<file path="src/rtl/alu_share_arbiter_if.sv">
// Bundle of request, ALU and response signals between the arbiter and its environment.
// The slave modport is the arbiter side. The master modport is the requester, ALU and consumer side.
interface alu_share_arbiter_if;
  logic        req0_valid;
  logic        req0_ready;
  logic [3:0]  req0_op;
  logic [15:0] req0_a;
  logic [15:0] req0_b;
  logic        req0_setflags;
  logic        req1_valid;
  logic        req1_ready;
  logic [3:0]  req1_op;
  logic [15:0] req1_a;
  logic [15:0] req1_b;
  logic        req1_setflags;
  logic [15:0] alu_in1;
  logic [15:0] alu_in2;
  logic [3:0]  alu_opcode;
  logic [15:0] alu_result;
  logic        alu_v;
  logic        alu_z;
  logic        alu_c;
  logic        alu_s;
  logic        rsp_valid;
  logic        rsp_ready;
  logic        rsp_id;
  logic [15:0] rsp_result;
  logic [3:0]  rsp_flags;
  logic        rsp_err;
  logic [3:0]  flags_q;
  logic        busy;

  modport slave (
    input  req0_valid, req0_op, req0_a, req0_b, req0_setflags,
    input  req1_valid, req1_op, req1_a, req1_b, req1_setflags,
    output req0_ready, req1_ready,
    output alu_in1, alu_in2, alu_opcode,
    input  alu_result, alu_v, alu_z, alu_c, alu_s,
    output rsp_valid, rsp_id, rsp_result, rsp_flags, rsp_err,
    input  rsp_ready,
    output flags_q, busy
  );

  modport master (
    output req0_valid, req0_op, req0_a, req0_b, req0_setflags,
    output req1_valid, req1_op, req1_a, req1_b, req1_setflags,
    input  req0_ready, req1_ready,
    input  alu_in1, alu_in2, alu_opcode,
    output alu_result, alu_v, alu_z, alu_c, alu_s,
    input  rsp_valid, rsp_id, rsp_result, rsp_flags, rsp_err,
    output rsp_ready,
    input  flags_q, busy
  );
endinterface

</file>
<file path="src/rtl/alu_share_arbiter.sv">
// Round-robin sharing of one 16-bit ALU between the execute datapath (port 0) and the
// address/branch unit (port 1). It registers the operands, captures the result, and keeps the architectural flags.
module alu_share_arbiter (
  input logic                clk,
  input logic                rst,
  alu_share_arbiter_if.slave bus
);
  typedef enum logic [1:0] {IDLE, EXEC, RESP} state_t;

  state_t      r_state;
  logic        r_last_grant;
  logic [3:0]  r_op;
  logic [15:0] r_a;
  logic [15:0] r_b;
  logic        r_setflags;
  logic        r_id;
  logic        r_rsp_valid;
  logic        r_rsp_id;
  logic [15:0] r_rsp_result;
  logic [3:0]  r_rsp_flags;
  logic        r_rsp_err;
  logic [3:0]  r_flags;

  logic w_idle;
  logic w_grant0;
  logic w_grant1;
  logic w_op_legal;

  // A tie goes to the port that did not win last time.
  assign w_grant0   = bus.req0_valid && (!bus.req1_valid || r_last_grant);
  assign w_grant1   = bus.req1_valid && (!bus.req0_valid || !r_last_grant);
  assign w_idle     = (r_state == IDLE) && !rst;
  assign w_op_legal = (r_op == 4'h0) || (r_op == 4'h1) || (r_op == 4'h8) || (r_op == 4'h9);

  assign bus.req0_ready = w_idle && w_grant0;
  assign bus.req1_ready = w_idle && w_grant1;
  assign bus.alu_in1    = r_a;
  assign bus.alu_in2    = r_b;
  assign bus.alu_opcode = r_op;
  assign bus.rsp_valid  = r_rsp_valid;
  assign bus.rsp_id     = r_rsp_id;
  assign bus.rsp_result = r_rsp_result;
  assign bus.rsp_flags  = r_rsp_flags;
  assign bus.rsp_err    = r_rsp_err;
  assign bus.flags_q    = r_flags;
  assign bus.busy       = (r_state != IDLE);

  always_ff @(posedge clk) begin
    if (rst) begin
      r_state      <= IDLE;
      r_last_grant <= 1'b1;
      r_op         <= 4'h0;
      r_a          <= 16'h0000;
      r_b          <= 16'h0000;
      r_setflags   <= 1'b0;
      r_id         <= 1'b0;
      r_rsp_valid  <= 1'b0;
      r_rsp_id     <= 1'b0;
      r_rsp_result <= 16'h0000;
      r_rsp_flags  <= 4'h0;
      r_rsp_err    <= 1'b0;
      r_flags      <= 4'h0;
    end else begin
      case (r_state)
        IDLE: begin
          if (w_grant0 || w_grant1) begin
            r_op         <= w_grant1 ? bus.req1_op : bus.req0_op;
            r_a          <= w_grant1 ? bus.req1_a : bus.req0_a;
            r_b          <= w_grant1 ? bus.req1_b : bus.req0_b;
            r_setflags   <= w_grant1 ? bus.req1_setflags : bus.req0_setflags;
            r_id         <= w_grant1;
            r_last_grant <= w_grant1;
            r_state      <= EXEC;
          end
        end
        EXEC: begin
          // Unsupported opcodes report a zero result whatever the ALU produced.
          r_rsp_result <= w_op_legal ? bus.alu_result : 16'h0000;
          r_rsp_flags  <= {bus.alu_s, bus.alu_z, bus.alu_c, bus.alu_v};
          r_rsp_err    <= !w_op_legal;
          r_rsp_id     <= r_id;
          r_rsp_valid  <= 1'b1;
          r_state      <= RESP;
        end
        RESP: begin
          if (bus.rsp_ready) begin
            if (r_setflags && !r_rsp_err) begin
              r_flags <= r_rsp_flags;
            end
            r_rsp_valid <= 1'b0;
            r_state     <= IDLE;
          end
        end
        default: r_state <= IDLE;
      endcase
    end
  end
endmodule

</file>
<file path="src/flat_wrapper.sv">
// flat-port wrapper written by rule: the top's interface ports become plain ports
module alu_share_arbiter_flat 
  (clk, rst, bus_req0_valid, bus_req0_op, bus_req0_a, bus_req0_b, bus_req0_setflags, bus_req1_valid, bus_req1_op, bus_req1_a, bus_req1_b, bus_req1_setflags, bus_req0_ready, bus_req1_ready, bus_alu_in1, bus_alu_in2, bus_alu_opcode, bus_alu_result, bus_alu_v, bus_alu_z, bus_alu_c, bus_alu_s, bus_rsp_valid, bus_rsp_id, bus_rsp_result, bus_rsp_flags, bus_rsp_err, bus_rsp_ready, bus_flags_q, bus_busy);
  alu_share_arbiter_if bus_i ();
  input logic clk;
  input logic rst;
  input wire logic [$bits(bus_i.req0_valid)-1:0] bus_req0_valid;
  input wire logic [$bits(bus_i.req0_op)-1:0] bus_req0_op;
  input wire logic [$bits(bus_i.req0_a)-1:0] bus_req0_a;
  input wire logic [$bits(bus_i.req0_b)-1:0] bus_req0_b;
  input wire logic [$bits(bus_i.req0_setflags)-1:0] bus_req0_setflags;
  input wire logic [$bits(bus_i.req1_valid)-1:0] bus_req1_valid;
  input wire logic [$bits(bus_i.req1_op)-1:0] bus_req1_op;
  input wire logic [$bits(bus_i.req1_a)-1:0] bus_req1_a;
  input wire logic [$bits(bus_i.req1_b)-1:0] bus_req1_b;
  input wire logic [$bits(bus_i.req1_setflags)-1:0] bus_req1_setflags;
  output wire logic [$bits(bus_i.req0_ready)-1:0] bus_req0_ready;
  output wire logic [$bits(bus_i.req1_ready)-1:0] bus_req1_ready;
  output wire logic [$bits(bus_i.alu_in1)-1:0] bus_alu_in1;
  output wire logic [$bits(bus_i.alu_in2)-1:0] bus_alu_in2;
  output wire logic [$bits(bus_i.alu_opcode)-1:0] bus_alu_opcode;
  input wire logic [$bits(bus_i.alu_result)-1:0] bus_alu_result;
  input wire logic [$bits(bus_i.alu_v)-1:0] bus_alu_v;
  input wire logic [$bits(bus_i.alu_z)-1:0] bus_alu_z;
  input wire logic [$bits(bus_i.alu_c)-1:0] bus_alu_c;
  input wire logic [$bits(bus_i.alu_s)-1:0] bus_alu_s;
  output wire logic [$bits(bus_i.rsp_valid)-1:0] bus_rsp_valid;
  output wire logic [$bits(bus_i.rsp_id)-1:0] bus_rsp_id;
  output wire logic [$bits(bus_i.rsp_result)-1:0] bus_rsp_result;
  output wire logic [$bits(bus_i.rsp_flags)-1:0] bus_rsp_flags;
  output wire logic [$bits(bus_i.rsp_err)-1:0] bus_rsp_err;
  input wire logic [$bits(bus_i.rsp_ready)-1:0] bus_rsp_ready;
  output wire logic [$bits(bus_i.flags_q)-1:0] bus_flags_q;
  output wire logic [$bits(bus_i.busy)-1:0] bus_busy;
  assign bus_i.req0_valid = bus_req0_valid;
  assign bus_i.req0_op = bus_req0_op;
  assign bus_i.req0_a = bus_req0_a;
  assign bus_i.req0_b = bus_req0_b;
  assign bus_i.req0_setflags = bus_req0_setflags;
  assign bus_i.req1_valid = bus_req1_valid;
  assign bus_i.req1_op = bus_req1_op;
  assign bus_i.req1_a = bus_req1_a;
  assign bus_i.req1_b = bus_req1_b;
  assign bus_i.req1_setflags = bus_req1_setflags;
  assign bus_req0_ready = bus_i.req0_ready;
  assign bus_req1_ready = bus_i.req1_ready;
  assign bus_alu_in1 = bus_i.alu_in1;
  assign bus_alu_in2 = bus_i.alu_in2;
  assign bus_alu_opcode = bus_i.alu_opcode;
  assign bus_i.alu_result = bus_alu_result;
  assign bus_i.alu_v = bus_alu_v;
  assign bus_i.alu_z = bus_alu_z;
  assign bus_i.alu_c = bus_alu_c;
  assign bus_i.alu_s = bus_alu_s;
  assign bus_rsp_valid = bus_i.rsp_valid;
  assign bus_rsp_id = bus_i.rsp_id;
  assign bus_rsp_result = bus_i.rsp_result;
  assign bus_rsp_flags = bus_i.rsp_flags;
  assign bus_rsp_err = bus_i.rsp_err;
  assign bus_i.rsp_ready = bus_rsp_ready;
  assign bus_flags_q = bus_i.flags_q;
  assign bus_busy = bus_i.busy;
  alu_share_arbiter u_core (.clk(clk), .rst(rst), .bus(bus_i));
endmodule
</file>
<file path="config.mk">
export PLATFORM = sky130hd
export DESIGN_NAME = alu_share_arbiter_flat
export DESIGN_NICKNAME = d
export VERILOG_FILES = /design/src/rtl/alu_share_arbiter_if.sv /design/src/rtl/alu_share_arbiter.sv /design/src/flat_wrapper.sv
export SDC_FILE = /design/constraint.sdc
export NUM_CORES = 1
export LEC_CHECK = 0
export ABC_AREA = 0
export BUFFER_PORTS_ARGS = -buffer_cell sky130_fd_sc_hd__buf_2
export CORE_MARGIN = 1
export CORE_UTILIZATION = 39
export DETAILED_ROUTE_END_ITERATION = 7
export MAX_ROUTING_LAYER = met4
export PLACE_DENSITY = 0.82
export SYNTH_ARGS = -nofsm -noshare
export SYNTH_HDL_FRONTEND = slang
export SYNTH_SLANG_ARGS = --single-unit
</file>
<file path="constraint.sdc">
create_clock -name clk -period 1.3 [get_ports clk]
set_clock_uncertainty 0.15 [all_clocks]
set_input_delay 0 -clock clk [delete_from_list [all_inputs] [get_ports clk]]
set_output_delay 0 -clock clk [all_outputs]
set_load 0.01 [all_outputs]
</file>
==> impl_metrics.ini <==
[status]
status = finished with violations
failed_checks = negative setup slack

[timing]
finalSetupViolCount = 62
worst_slack_ns = -0.3834
finalHoldViolCount = 0
worstMarginPinSlew_ns = 0.4440
slew-limit-headroom_pct = 70.29
fin_crit_sh_pct = 129.5
rsz0062_at_grt = yes
finalMaxSlewViolations = 0
period_needed_ns = 1.683
tns_ns = -7.909
fmax_mhz = 594.0

[cts]
cts_made_buffers = 9
clockBufferDepth = 2
cts-root-buf = clkbuf_8
clock_latency_ns = 0.36
clkTransAtPathRegs_ns = 0.07
cts_tree = done
h-tree-depth = 3
cts_sinks = 68

[synth]
ys_ff_latch = 68
syn_area_um2 = 2850
synth_cell_types = 29
syn-instance-count = 336
seq_area_frac_synth_pct = 47.76
syn_nets = 435
async_flop_share_pct = 0
synth-main-ff-cell = dfxtp_1
ys_warn_count = 0
synth-edff-count = 0
synth_area_per_cell_um2 = 8.483

[floorplan]
core_um2 = 6944
dieArea_um2 = 7655
core.rowCount = 30
pin_count = 165
initial_core_util_pct = 41.05
fp.dieW_um = 87.49
fp.dieH_um = 87.49

[setup_path]
worst-path-max-fanout = 7
r2r-start = u_core.r_state[1]
r2r_end = u_core.bus.alu_in1[13]
crit_arrival_ns = 1.75
setup.worst_path.end_class = register
worstSetupPathType = reg2reg
reg2regPathDepth = 5
required_ns = 1.37
reg2reg_slack_ns = -0.38
worstSetupStartpointType = register

[place]
dpl_cell_area_um2 = 3938
dp_slack_ns = -0.1258
gp_congestion = 0.8085
port_buffers = 164
placed_cells = 587
place_hpwl_um = 5865

[finish]
num-nets-final = 720
fin_cells = 722
drive_gt1_share_pct = 46.40
stdcell_area_um2 = 5746
multi_input_area_um2 = 1628
final-seq-area_um2 = 1375
fillers = 348
area_growth_pct = 101.6

[power_and_ir_drop]
seqPwrFrac_pct = 39.6
clkPwrFrac_pct = 25.6
combPwrFrac_pct = 34.8
powerDensity_nw_per_um2 = 1087
vdd_drop_max_mv = 0.7876
intPower_mw = 4.170
p_leak_nw = 2.579
power_switching_mw = 2.073
p_sw_share_pct = 33.21

[flow_run]
maxCapViolCount = 0

[detailed_routing]
drt-total-wl_um = 16050
vias = 4244
drt_iter0_drc = 324
first_pass_iters = 5
viasPerCell = 5.878
wl_per_cell_um = 22.23
antenna_left = 0
drc = 0

[global_route]
grt_pass1_wl_um = 19890
grt_overflow = 0
grt_pass1_vias = 4058
grt_util_all_layers_pct = 35.55
antenna_found_initial = 0
grt_max_degree = 31

[hold_path]
min-delay-start = bus_req1_valid
hold_end = u_core.r_last_grant
min_path_type = in2reg
worstHoldPathCells = 4
[worst max-delay path: stages (launching register included)]
cell	delay [ns]
dfxtp_4	0.37
nor2_4	0.20
buf_6	0.15
clkbuf_16	0.17
a21oi_1	0.08
a311oi_1	0.42
[worst max-delay path by stage]
stage	cells after the start	endpoint	startpoint	slack (ns)
floorplan	6	u_core.bus.alu_in1[13]	u_core.r_state[1]	-0.03
global placement	4	u_core.bus.alu_in2[14]	u_core.r_state[1]	-0.03
detailed placement	4	u_core.bus.alu_in2[10]	u_core.r_state[1]	-0.13
CTS	4	bus_req1_ready	u_core.r_last_grant	-0.14
global route	5	u_core.bus.alu_in2[4]	u_core.r_state[1]	-0.41
finish	5	u_core.bus.alu_in1[13]	u_core.r_state[1]	-0.38
[cell families (layout without fill, tap and decap cells)]
group                  Yosys count  after routing  share of synthesized area (%)
AND/OR/NAND/NOR                138            138                          22.08
AO/OA/AOI/OAI                   94             94                          23.05
flip-flops                      68             68                          47.76
buffers and inverters           32            321                          5.707
multiplexers                     4              4                          1.405
other                            0              1                              0
[layout by cell type, fill, tap and decap left out, types with 4 or more instances in the layout]
| master | instances |
|---|---|
| buf_2 | 162 |
| dlygate4sd3_1 | 97 |
| a21oi_2 | 6 |
| nand2_2 | 12 |
| nand2_1 | 75 |
| a22oi_2 | 15 |
| buf_4 | 9 |
| clkbuf_8 | 11 |
| buf_6 | 19 |
| a21oi_1 | 30 |
| a311oi_1 | 14 |
| a32oi_1 | 8 |
| nor2_1 | 18 |
| dfxtp_1 | 63 |
| a311oi_2 | 15 |
| clkbuf_16 | 4 |
| nand2b_1 | 18 |
| buf_12 | 9 |
| mux2i_1 | 4 |
[repair_timing]
item | CTS | global route
pin swaps | 27 | 30
hold buffers | 97 | 0
cloned | 5 | 6
buffers inserted | 13 | 3
hold endpoints to repair | 63 | 0
resized for setup | 48 | 46
endpoints found under the setup margin | 67 | 63
[flip-flops by register name (all words and copies together) (netlist names), 2 cells and up]
signal                 flops
u_core.r_state             2
u_core.bus.rsp_flags       4
u_core.bus.flags_q         4
u_core.bus.alu_in2        16
u_core.bus.alu_in1        16
u_core.bus.rsp_result     16
u_core.bus.alu_opcode      4
[cells in the mapped netlist, types with 2 or more instances]
cell type,count,area (µm²)
nor3_1,4,20.02
buf_4,4,30.03
o21ai_0,2,10.01
nand2b_1,18,112.6
a22oi_1,16,120.1
dfxtp_1,68,1361
buf_2,16,80.08
mux2i_1,4,40.04
a21oi_1,37,185.2
a311oi_1,29,254.0
nor2b_1,2,12.51
a32oi_1,8,70.07
nor2_1,18,67.56
nand2_1,87,326.6
clkbuf_1,9,33.78
[power groups by stage]
| stage | registers, mW | clock network [mW] | logic (mW) |
|---|---|---|---|
| floorplan | 2.54 | 0 | 0.599 |
| global placement | 2.46 | 0 | 1.23 |
| detailed placement | 2.46 | 0 | 1.26 |
| CTS | 2.43 | 1.57 | 1.76 |
| global route | 2.48 | 1.71 | 2.24 |
| finish | 2.47 | 1.60 | 2.18 |
[through the flow]
| stage | utilization (%) | hold WS [ns] | power (mW) |
|---|---|---|---|
| after CTS | 79.14 | 0.01557 | 5.766 |
| final | 82.74 | 0.03217 | 6.243 |
| after global placement | 56.70 | 0.08150 | 3.692 |
| after global routing | 82.70 | 0.02711 | 6.430 |
| after detailed placement | 56.70 | 0.09306 | 3.723 |
| after floorplan | - | -0.01473 | 3.143 |
[layer usage]
| metal | vias to the layer above | wire [µm] | track usage, % |
|---|---|---|---|
| met4 | 0 | 1364 | 20.86 |
| met5 | - | 0 | - |
| met2 | 400 | 7619 | 60.01 |
| met1 | 1928 | 5315 | 37.76 |
| li1 | 1765 | - | - |
| met3 | 151 | 1751 | 8.626 |
[final cells by class]
type	count	area share (%)
tap	96	2.091
clock buffer	13	2.766
antenna	1	0.04355
multi-input combinational	236	28.33
clock inverter	2	0.1742
inverter	2	0.1742
sequential	68	23.93
timing repair buffer	304	42.49
(Power assumes the default switching activity.)
